--- src/rtl/host_ram_arb_pkg.sv ---
// Shared types for host_ram_arbiter: FSM state encoding and host mode codes.
package host_ram_arb_pkg;

    typedef enum logic [1:0] {
        ST_IDLE   = 2'd0,
        ST_LOAD   = 2'd1,
        ST_COMMIT = 2'd2,
        ST_EXEC   = 2'd3
    } state_t;

    localparam logic [1:0] MODE_IDLE = 2'b00;
    localparam logic [1:0] MODE_LOAD = 2'b01;
    localparam logic [1:0] MODE_EXEC = 2'b10;

endpackage

--- src/rtl/host_ram_arbiter.sv ---
// Shares one data RAM between a host character loader and the processor data port.
// Define HOST_RAM_ARB_LEN_HEADER_EN to have COMMIT write the character count to BUF_BASE-1.
module host_ram_arbiter
    import host_ram_arb_pkg::*;
#(
    parameter int ADDR_W    = 12,
    parameter int DATA_W    = 32,
    parameter int CHAR_W    = 8,
    parameter int BUF_BASE  = 1500,
    parameter int BUF_DEPTH = 108
) (
    input  logic                           clock,
    input  logic                           reset,
    input  logic [1:0]                     mode,
    input  logic [CHAR_W-1:0]              host_char,
    input  logic                           host_valid,
    output logic                           host_ready,
    input  logic                           host_clear,
    input  logic [ADDR_W-1:0]              rd_addr,
    input  logic [ADDR_W-1:0]              cpu_addr,
    input  logic [DATA_W-1:0]              cpu_wdata,
    input  logic                           cpu_wren,
    output logic [ADDR_W-1:0]              ram_addr,
    output logic [DATA_W-1:0]              ram_wdata,
    output logic                           ram_wren,
    output logic                           cpu_run,
    output logic [$clog2(BUF_DEPTH+1)-1:0] char_count,
    output logic                           buf_full,
    output logic                           overflow
);

    localparam int CNT_W = $clog2(BUF_DEPTH + 1);

    state_t state, state_nxt;
    logic   is_full;
    logic   ready_int;
    logic   handshake;
    logic   clear_ok;

    assign is_full   = (char_count == CNT_W'(BUF_DEPTH));
    // Outputs are forced quiet while reset is held, whatever state we came from.
    assign ready_int = (state == ST_LOAD) && !is_full && !host_clear && !reset;
    assign handshake = host_valid && ready_int;
    assign clear_ok  = host_clear && ((state == ST_IDLE) || (state == ST_LOAD));

    always_comb begin
        state_nxt  = state;
        ram_addr   = rd_addr;
        ram_wdata  = '0;
        ram_wren   = 1'b0;
        cpu_run    = 1'b0;
        host_ready = ready_int;
        buf_full   = is_full && !reset;

        case (state)
            ST_IDLE: begin
                if (mode == MODE_LOAD)
                    state_nxt = ST_LOAD;
                else if (mode == MODE_EXEC)
                    state_nxt = ST_EXEC;
            end
            ST_LOAD: begin
                if (handshake) begin
                    ram_addr  = ADDR_W'(BUF_BASE) + ADDR_W'(char_count);
                    ram_wdata = DATA_W'(host_char);
                    ram_wren  = 1'b1;
                end
                if (mode == MODE_EXEC)
                    state_nxt = ST_COMMIT;
            end
            ST_COMMIT: begin
`ifdef HOST_RAM_ARB_LEN_HEADER_EN
                ram_addr  = ADDR_W'(BUF_BASE - 1);
                ram_wdata = DATA_W'(char_count);
                ram_wren  = !reset;
`endif
                state_nxt = ST_EXEC;
            end
            ST_EXEC: begin
                cpu_run   = !reset;
                ram_addr  = cpu_addr;
                ram_wdata = cpu_wdata;
                ram_wren  = cpu_wren && !reset;
            end
            default: state_nxt = ST_IDLE;
        endcase

        // Idle and reserved mode codes pull every state back to IDLE.
        if ((mode != MODE_LOAD) && (mode != MODE_EXEC))
            state_nxt = ST_IDLE;
    end

    always_ff @(posedge clock) begin
        if (reset) begin
            state      <= ST_IDLE;
            char_count <= '0;
            overflow   <= 1'b0;
        end else begin
            state <= state_nxt;
            if (clear_ok) begin
                char_count <= '0;
                overflow   <= 1'b0;
            end else begin
                if (handshake)
                    char_count <= char_count + 1'b1;
                if ((state == ST_LOAD) && host_valid && is_full)
                    overflow <= 1'b1;
            end
        end
    end

endmodule

--- config.mk ---
export PLATFORM = sky130hd
export DESIGN_NAME = host_ram_arbiter
export DESIGN_NICKNAME = d
export VERILOG_FILES = /design/src/rtl/host_ram_arb_pkg.sv /design/src/rtl/host_ram_arbiter.sv
export SDC_FILE = /design/constraint.sdc
export NUM_CORES = 1
export LEC_CHECK = 0
export ABC_AREA = 1
export BUFFER_PORTS_ARGS = -buffer_cell sky130_fd_sc_hd__buf_4
export CAP_MARGIN = 20
export CORE_ASPECT_RATIO = 0.9
export CORE_UTILIZATION = 30
export CTS_CLUSTER_SIZE = 14
export DETAILED_ROUTE_END_ITERATION = 8
export PLACE_DENSITY_LB_ADDON = 0.12
export SYNTH_ARGS = -nofsm -noshare
export SYNTH_HDL_FRONTEND = slang
export SYNTH_SLANG_ARGS = --single-unit
--- constraint.sdc ---
create_clock -name clock -period 2 [get_ports clock]
set_input_delay 0.3 -clock clock [delete_from_list [all_inputs] [get_ports clock]]
set_output_delay 0.3 -clock clock [all_outputs]
set_load 0.005 [all_outputs]
[Yosys cells after proc, flatten, opt, wreduce, memory -nomap -nowiden]
Index checks and enable logic that the tools add are counted.
Word-level totals
  register bits: 10
  input port bits: 71
  output and inout port bits: 56
  word-level logic and storage cells: 45
Cells by class
  add/sub/neg operators: 2
  equality and inequality tests: 10
  muxes and demuxes: 11
  reductions and logical operators: 19
Operator list (count)
  one-hot mux 32 bit (2 select lines): 1
  one-hot mux 12 bit (2 select lines): 1
  adder 11 x 7 -> 12 bit (first input constant): 1
  2-to-1 mux 12 bit: 1
  logical AND 1 bit: 10
  2-to-1 mux 8 bit: 1
  adder 7 x 1 -> 7 bit (second input constant): 1
  equality test 7 bit (second input constant): 1
  equality test 2 bit (second input constant): 3
  2-to-1 mux 2 bit: 3
  one-hot mux 2 bit (3 select lines): 1
  equality test 2 x 1 -> 1 bit (second input constant): 2
  inequality test 2 x 1 -> 1 bit (second input constant): 2
  OR reduction 2 bit: 2
  zero test 1 bit: 3
  inequality test 3 x 1 -> 1 bit (second input constant): 1
  AND reduction 3 bit: 1
  nonzero test 3 bit: 1
  zero test 2 bit: 1
  2-to-1 mux 1 bit: 2
  inequality test 2 bit (second input constant): 1
  one-hot mux 1 bit (2 select lines): 1
  logical OR 1 bit: 1

[Depth between registers and ports, before layout]
Gate-level depths: netlist of the first run.
  depth in word-level cells: 8
  gate-level depth with buffers: 10
  gate-level depth less buffers: 9

[Worst setup path before layout of the first run]
OpenSTA, ideal clock, no wires.
  path kind: flip-flop to output port
  start: reg state[1]
  end: out ram_addr[6]
  arrival: 1.357 ns
  required time: 1.700 ns
  setup slack: 0.343 ns
  cell stages (with the launch flop): 11
  path buffers: 2
  cells stage by stage: dfxtp_1 > inv_1 > ha_1 > buf_6 > inv_4 > nor3_4 > nand3_4 > buf_6 > nand2_2 > nand2_1 > o21ai_1
Between the ends
  word-level cells in the longest chain between the ends: 7
  elaborated cells between the ends (all ways): 8
  those cells by class: eq/ne: 2; mux: 2; reduce/logical: 4
Ends and longest elaborated chain
  start, declared: RTL line host_ram_arbiter.sv:34  | state_t state, state_nxt;
  start signal, assigned: RTL line host_ram_arbiter.sv:99  | state <= state_nxt;
  equality test 2 x 1 -> 1 bit: RTL line host_ram_arbiter.sv:42, host_ram_arbiter.sv:55
  logical AND 1 bit (3 in series): RTL line host_ram_arbiter.sv:42  | assign ready_int = (state == ST_LOAD) && !is_full && !host_clear && !reset;
  logical AND 1 bit: RTL line host_ram_arbiter.sv:43  | assign handshake = host_valid && ready_int;
  2-to-1 mux 12 bit: RTL line host_ram_arbiter.sv:63  | if (handshake) begin
  one-hot mux 12 bit (2 select lines) *: RTL line host_ram_arbiter.sv:55  | case (state)
  end, declared: RTL line host_ram_arbiter.sv:23  | output logic [ADDR_W-1:0] ram_addr,
Every way passes the cells marked *; elsewhere a longest branch is shown, timed or not.

[Worst setup path in the final report of the first run]
  start: reg state[1]
  end: out ram_addr[4]
The elaborated chain is that of the path after synthesis.

==> results of run 1 <==
[flip-flops by register name, summed over array words and instances, names as in the netlist]
name	flops
char_count	7
overflow	1
state	2
[area by class of cell]
type,instances,area (sq um)
Inverter,53,205.2
Sequential cell,10,205.2
Timing Repair Buffer,150,1167
Clock buffer,4,55.05
Fill cell,456,1809
Multi-Input combinational cell,187,1027
Tap cell,62,77.57
[metal layers]
metal | vias up | track usage [%] | wire length [microns]
met4 | 0 | 6.944 | 72
met3 | 7 | 2.798 | 373
met5 | - | 0 | 0
li1 | 1055 | - | -
met2 | 66 | 33.78 | 2443
met1 | 847 | 25.04 | 2291
[path summary, 6_finish.rpt]
path / end / cells past startpoint / from / slack (ps)
hold / removal: state[0] / 4 / reset / 400
setup / recovery: ram_addr[4] / 10 / state[1] / 10
hold reg to reg: overflow / 2 / overflow / 500
setup reg to reg: char_count[3] / 9 / state[1] / 450
[kinds of logic after synthesis]
kind of cell,after synthesis,share of synthesized area [%]
flip-flops,10,13.85
AO/OA/AOI/OAI,20,9.351
adder cells (fa/ha/maj),10,8.658
AND/OR/NAND/NOR,153,46.84
buffers and inverters,62,18.87
XOR/XNOR,4,2.425
[per-stage QoR]
step                util (%)  setup TNS [ps]  setup slack [ps]  total power [mW]  hold WS (ps)
finish                 60.21               0             9.733            0.8222         400.0
global route           60.21          -693.7            -112.4            0.8801         422.8
CTS                    58.92               0             4.448            0.8147         386.7
detailed placement     55.37               0             115.9            0.5345         477.6
global placement       55.37               0             168.3            0.5324         478.7
floorplan                  -               0             343.1            0.3377         463.1
[placed cells by master, fill, tap and decap left out, types with 2 or more instances in the layout]
master	instances
ha_1	7
o21ai_2	4
nand3_4	2
nand2_4	3
a21oi_1	6
dfxtp_1	8
nand3_1	9
buf_4	146
nand2_1	112
inv_1	49
nand2_2	6
o21ai_0	2
clkbuf_8	4
nor2_4	4
a22oi_1	3
inv_4	2
xor2_1	3
a21oi_2	2
ha_2	2
nor2_1	11
[timing repair]
item	4_1_cts	5_1_grt
pin swaps	1	4
cloned	1	0
buffers inserted	6	3
endpoints found under the setup margin	10	12
gates resized for setup	13	12
[worst reg2reg max path, delay by kind of cell (launching register included)]
| kind | cells | cell delay, ps |
|---|---|---|
| buffers and inverters | 4 | 470 |
| AND/OR/NAND/NOR | 3 | 410 |
| flip-flops | 1 | 320 |
| adder cells (fa/ha/maj) | 1 | 140 |
| AO/OA/AOI/OAI | 1 | 140 |
[power by group]
group          total [mW]  switching, mW  internal (mW)  leakage [nW]
sequential          0.210        0.00528          0.205        0.0819
clock               0.256         0.0830          0.173        0.0288
combinational       0.356          0.147          0.208          1.58
total               0.822          0.236          0.587          1.69
==> metrics, run 1 <==
GRT overflow=0; Least-Margin Pin Slew=351.3 ps; first-pass GRT wire length=7596 microns; largest net degree at the start of global routing=40; hold violation total from the final report=0; Synth top area share=between 30% and 40%; CTS Buf Count=3; Peak Freq=502.4 MHz; WP data arrival=1690 ps; die area=slightly above 5000 sq um; Iter 0 DRT Violations=slightly above 60; Placed Cells incl. Taps=452; crit path cell chain=inv_2, ha_4, inv_4, nor3_4, nand3_4, buf_8, o21ai_2, inv_1, nand2_1, buf_4; most common cell in the netlist=nand2_1; LEAKAGE=1.688 nW; Post-route DRC=0; Root Driver=clkbuf_8; kind of critical path=reg -> out; Area Growth Syn to Fin=89.44%; vias=1975; Final Instance Area=2738 sq um; # nets final=486; post-synth top area cell=nand2_1; worst path buffer plus inverter count=5; Pwr Density=about 300 nW/um^2; initial antenna violation count=0; crit-path max cell delay=about 320 ps; crit-path max FO=8; crit end category=primary output; # rows=23; Die Wd=75.16 microns; clk slew on worst S/H paths=50 ps; fin cells=around 470; #FFs+latches synth=10; initial core utilization=a little under a third; H-tree lvl count=1; Antenna diodes=0; ys async rst share=0%; number of synthesized flops with an enable pin=0; Yosys Warn Count=0; vias in the first global route=1619; Post-Syn Nets=340; post-synthesis cell type count=33; Cell Area, Synth=1445 sq um; Tcrit/Tclk final=99.51%; I/O pin total=127; routed len/inst=11.12 microns; crit path max-delay cell type=dfxtp_2; # clock sinks=10; Setup Skew=1.206 ps; family with the most delay on the worst path=buffers and inverters; top cells by area, synth=nand2_1, dfxtp_1, inv_1; Max-Cap Viols=0; Max VDD drop=268.6 uV; Via density=between 4 and 5; IO Port Bufs=roughly 130; First-pass DRT Iterations=4; register area share after synthesis=~14%; Final ANT Viol Nets=0; Slew headroom=76.58%; share of cells above drive strength 1=a little under half; CORE AREA=about 4500 sq um; post-synthesis average cell area=about 5.6 sq um; status=completed; Post-CTS Hold Buffers=0; worst skew pair latency=240 ps; DRT Wirelength=5181 microns; fin. max-slew vios=0; DP Area=2517 sq um; final setup fails=0; fin crit period=1990 ps; Total GRT Usage=between 10% and 20%; Bufs on Longest Clock Path=2; RSZ-0062 raised after global routing=yes; Post-DP HPWL=~4200 microns; GP Congestion=0.8505; crit path launch type=flop; Hold Path Class=in -> reg; chip height=67.85 microns; CTS tree=done; most instantiated cells after synthesis=nand2_1, inv_1, nor2_1, dfxtp_1, ha_1; Post-Syn Instances=259; CP Data Required Time=1700 ps; Primary FF master, synth=dfxtp_1
Note: power is estimated with default switching activity, not from simulation.
==> run 2: changes to the inputs <==
Settings changed: CORE_UTILIZATION 30 to 38.
==> run 2 against run 1 <==
  * Routed wire length is 3.3% lower
  * Hold slack got worse by 0.87 ps
  * Combinational power down 6.5%
  * Non-clock buffer count down 13
  * Count of clock-buffer cells in the layout unchanged
  * Sequential power hardly changed
  * Largest cell class unchanged
  * Via count shrank 2.6%
  * Largest power group unchanged
  * Final area decreased by 6.0%
==> metrics, run 2 (same netlist as run 1, synthesis figures left out) <==
IO Port Bufs=126; share of cells above drive strength 1=~45%; R2R Setup Slk=410 ps; # fillers=288; Antenna diodes=0; Iter 0 DRT Violations=55; kind of critical path=reg -> out; hold violation total from the final report=0; status=completed; crit path max-delay cell type=dfxtp_2; number of flip-flops in the largest register=7; multi-input combinational cell area=1011 sq um; initial antenna violation count=0; Pwr Density=305.9 nW/um^2; Hold Path Class=in -> reg; GP Congestion=0.7869; Root Driver=clkbuf_8; First-pass DRT Iterations=6; chip height=60.51 microns; first-pass GRT wire length=7403 microns; CP Data Required Time=1700 ps; Slew headroom=76.64%; Least-Margin Pin Slew=between 300 and 400 ps; H-tree lvl count=1; Setup Skew=around 2.4 ps; Final Util=between 70 and 80%; # rows=20; Peak Freq=507.5 MHz; crit path launch type=flop; routed len/inst=between 10 and 15 microns; RSZ-0062 raised after global routing=yes; fin crit period=1971 ps; most frequent cells in the layout=buf_4, nand2_1, inv_1, nor2_1, nand3_1; Area Growth Syn to Fin=78.01%; final setup fails=0; crit-path max FO=6; # nets final=473; Final Instance Area=2572 sq um; WP data arrival=1670 ps; LEAKAGE=1.607 nW; WL met2=2544 microns; I/O pin total=approximately 130; met3 WL=394 microns; CORE AREA=3503 sq um; Top Metal Used=met4; DRT Wirelength=5011 microns; Most flops, register=char_count; crit end category=primary output; Via density=4.423; Max-Cap Viols=0; Largest regs=char_count: 7 flops, state: 2 flops, overflow: 1 flops; Placed Cells incl. Taps=~430; Bufs on Longest Clock Path=2; die area=4054 sq um; GRT overflow=0; Reg area=approximately 210 sq um; CTS Buf Count=3; worst skew pair latency=around 230 ps; Post-DP HPWL=4121 microns; DP Area=2445 sq um; clk slew on worst S/H paths=40 ps; fin cells=~440; Post-CTS Hold Buffers=0; fin. max-slew vios=0; vias in the first global route=1634; crit path cell chain=inv_2, ha_4, inv_4, nor3_4, nand3_4, buf_6, nor2_4, nand3b_1, buf_4; CTS tree=done; largest net degree at the start of global routing=39; Total GRT Usage=between 20% and 30%; # clock sinks=10; Max VDD drop=~440 uV; Die Wd=between 60 and 70 microns; crit-path max cell delay=roughly 330 ps; Tcrit/Tclk final=98.53%; Final ANT Viol Nets=0; vias=slightly below 2000; Post-route DRC=0; commonest non-fill, non-tap cell in the layout=buf_4; Metal-1 WL=2034 microns; initial core utilization=41.25%
==> run 2: worst max-delay path, delay by kind of cell, from the launching register on <==
| kind | cells | cell delay [ps] |
|---|---|---|
| adder cells (fa/ha/maj) | 1 | 160 |
| AND/OR/NAND/NOR | 4 | 530 |
| flip-flops | 1 | 330 |
| buffers and inverters | 4 | 420 |
==> run 2: layout make-up <==
class | instances | area share [%]
sequential | 10 | 7.977
clock buffer | 4 | 2.140
multi-input combinational | 187 | 39.30
tap | 44 | 2.140
timing repair buffer | 137 | 40.42
inverter | 53 | 8.025
==> run 2: path summary, 6_finish.rpt <==
check           start  cells after the start       endpoint
max          state[1]                      9    ram_addr[0]
min             reset                      4       state[1]
max reg2reg  state[1]                      6  char_count[0]
min reg2reg  overflow                      2       overflow
==> run 2: layer usage <==
layer | GRT usage, % | vias up
met5 | 0 | -
met4 | 7.295 | 0
met3 | 4.135 | 4
met2 | 44.29 | 61
met1 | 27.67 | 829
li1 | - | 1030
==> run 2: repair_timing <==
action,in CTS,in global routing
pin swaps,0,2
setup endpoints to repair,13,18
cloned,0,0
setup buffers,0,2
gates resized for setup,8,12
==> run 2: power breakdown <==
group,switching [mW],internal [mW],total (mW)
registers,0.00607,0.206,0.212
logic,0.141,0.192,0.333
clock network,0.0699,0.172,0.242
total,0.217,0.570,0.787
==> run 2: through the flow <==
stage                     setup TNS (ps)  hold WS, ps  worst slack, ps  power [mW]
final                                  0        399.2            29.40      0.7869
after detailed placement               0        468.6            121.5      0.5349
after CTS                         -5.663        398.7           -5.663      0.7890
after floorplan                        0        463.1            343.1      0.3377
after global placement                 0        464.3            163.4      0.5299
after global routing              -679.1        414.7           -88.86      0.8412
==> run 3: changes to the inputs <==
Settings changed: CORE_UTILIZATION 38 to 39, CTS_BUF_LIST set to sky130_fd_sc_hd__clkbuf_8.
==> run 3 against run 2 <==
  * Cell count grew 1.8%
  * Hold slack worse by 18 ps
  * Die area down 2.5%
  * Clock skew increased by 3.5 ps
  * Clock power down 11%
  * Critical path depth stayed put
  * Global-route usage is 0.52 points higher
  * Total power decreased by 0.34%
  * Combinational power increased by 7.5%
  * Final area is 3.6% higher
  * Worst setup slack got worse by 28 ps
==> metrics, run 3 (same netlist as run 1, synthesis figures left out) <==
Hold Path Class=in -> reg; # clock sinks=10; CP Data Required Time=1700 ps; Slew headroom=between 70% and 80%; Max-Cap Viols=0; crit path launch type=flop; Die Wd=66.17 microns; RSZ-0062 raised after global routing=yes; number of flip-flops in the largest register=7; WP data arrival=1700 ps; crit-path max cell delay=320 ps; GP Congestion=0.8552; CORE AREA=3453 sq um; Logic pwr share=45.7%; vias in the first global route=1670; Bufs on Longest Clock Path=2; Largest regs=char_count: 7 flops, state: 2 flops, overflow: 1 flops; DRT Wirelength=5147 microns; H-tree lvl count=1; Tcrit/Tclk final=99.92%; fin crit period=1998 ps; chip height=59.75 microns; crit end category=primary output; status=completed; Flop pwr share=a little over a quarter; initial antenna violation count=0; Max VDD drop=404.6 uV; switching portion of total power=30.36%; crit-path max FO=8; commonest non-fill, non-tap cell in the layout=buf_4; initial core utilization=a little over two fifths; Post-DP HPWL=3952 microns; IO Port Bufs=about 130; cell internal pwr=0.5461 mW; clock share of power=27.5%; First-pass DRT Iterations=4; Least-Margin Pin Slew=362.5 ps; Psw=approximately 0.24 mW; kind of critical path=reg -> out; worst skew pair latency=240 ps; CTS Buf Count=3; most frequent cells in the layout=buf_4, nand2_1, inv_1, nor2_1, nand3_1; Final Instance Area=2665 sq um; CTS tree=done; # nets final=between 400 and 500; vias=about 2000; Via density=4.494; Root Driver=clkbuf_8; fin. max-slew vios=0; share of cells above drive strength 1=45.86%; routed len/inst=11.62 microns; Total GRT Usage=24.32%; hold violation total from the final report=0; # rows=20; Pwr Density=just under 300 nW/um^2; Antenna diodes=0; Hold Slack=381.5 ps; largest net degree at the start of global routing=25; Post-route DRC=0; LEAKAGE=between 1.5 and 2 nW; Iter 0 DRT Violations=66; first-pass GRT wire length=about 7400 microns; Most flops, register=char_count; die area=3953 sq um; Peak Freq=between 500 and 600 MHz; final setup fails=0; crit path cell chain=inv_2, ha_4, inv_4, nor3_4, nand3_4, buf_12, nor2_4, nand3b_1, buf_4; DP Area=2457 sq um; Area Growth Syn to Fin=84.42%; I/O pin total=127; GRT overflow=0; Setup Skew=5.943 ps; clk slew on worst S/H paths=40 ps; crit path max-delay cell type=dfxtp_2; Final ANT Viol Nets=0
## run 3: metrics by stage
| stage | power [mW] | cells | utilization (%) | TNS (ps) | worst slack, ps |
|---|---|---|---|---|---|
| global placement | 0.5289 | 429 | 71.16 | 0 | 179.8 |
| global route | 0.8250 | 443 | 77.17 | -632.6 | -81.84 |
| finish | 0.7842 | 443 | 77.17 | 0 | 1.608 |
| floorplan | 0.3377 | 259 | - | 0 | 343.1 |
| CTS | 0.7684 | 440 | 75.51 | -6.727 | -4.537 |
| detailed placement | 0.5342 | 429 | 71.16 | 0 | 141.3 |
## run 3: worst paths after layout
path                  to  startpoint  slack (ps)  cells after the start
max          ram_addr[0]    state[1]           2                      9
min             state[1]       reset         380                      4
max reg2reg     state[0]    state[1]         370                      9
min reg2reg     overflow    overflow         480                      2
## run 3: area by class of cell
type	count	area [sq um]
repair buffers	146	1145
multi-input cells	187	1007
fillers	275	788.3
flip-flops and latches	10	209.0
inverters	53	207.7
well taps	44	55.05
clock buffers	3	41.29
## run 3: per-layer routing
| layer | vias up | GRT usage, % | part of all wire (%) |
|---|---|---|---|
| met3 | 7 | 3.817 | 8.2 |
| met5 | - | 0 | 0 |
| met1 | 867 | 29.87 | 42 |
| li1 | 1045 | - | - |
| met2 | 72 | 42.13 | 49 |
| met4 | 0 | 10.33 | 1.3 |
## run 3: worst max-delay path, delay by kind of cell, from the launching register on
family | cells | cell delay (ps)
buffers and inverters | 4 | 420
flip-flops | 1 | 320
AND/OR/NAND/NOR | 4 | 570
adder cells (fa/ha/maj) | 1 | 140
## run 3: repair_timing
item / in CTS / in global routing
cloned: 1 / 0
resized for setup: 13 / 14
endpoints found under the setup margin: 18 / 15
pin swaps: 2 / 4
hold buffers: 0 / 0
buffers inserted: 7 / 3
## run 3: power by group through the flow
| stage | clock network, mW | registers, mW | logic (mW) |
|---|---|---|---|
| after floorplan | 0 | 0.212 | 0.126 |
| after global placement | 0 | 0.212 | 0.317 |
| after detailed placement | 0 | 0.213 | 0.322 |
| after CTS | 0.220 | 0.211 | 0.338 |
| after global routing | 0.225 | 0.211 | 0.389 |
| final | 0.215 | 0.211 | 0.358 |
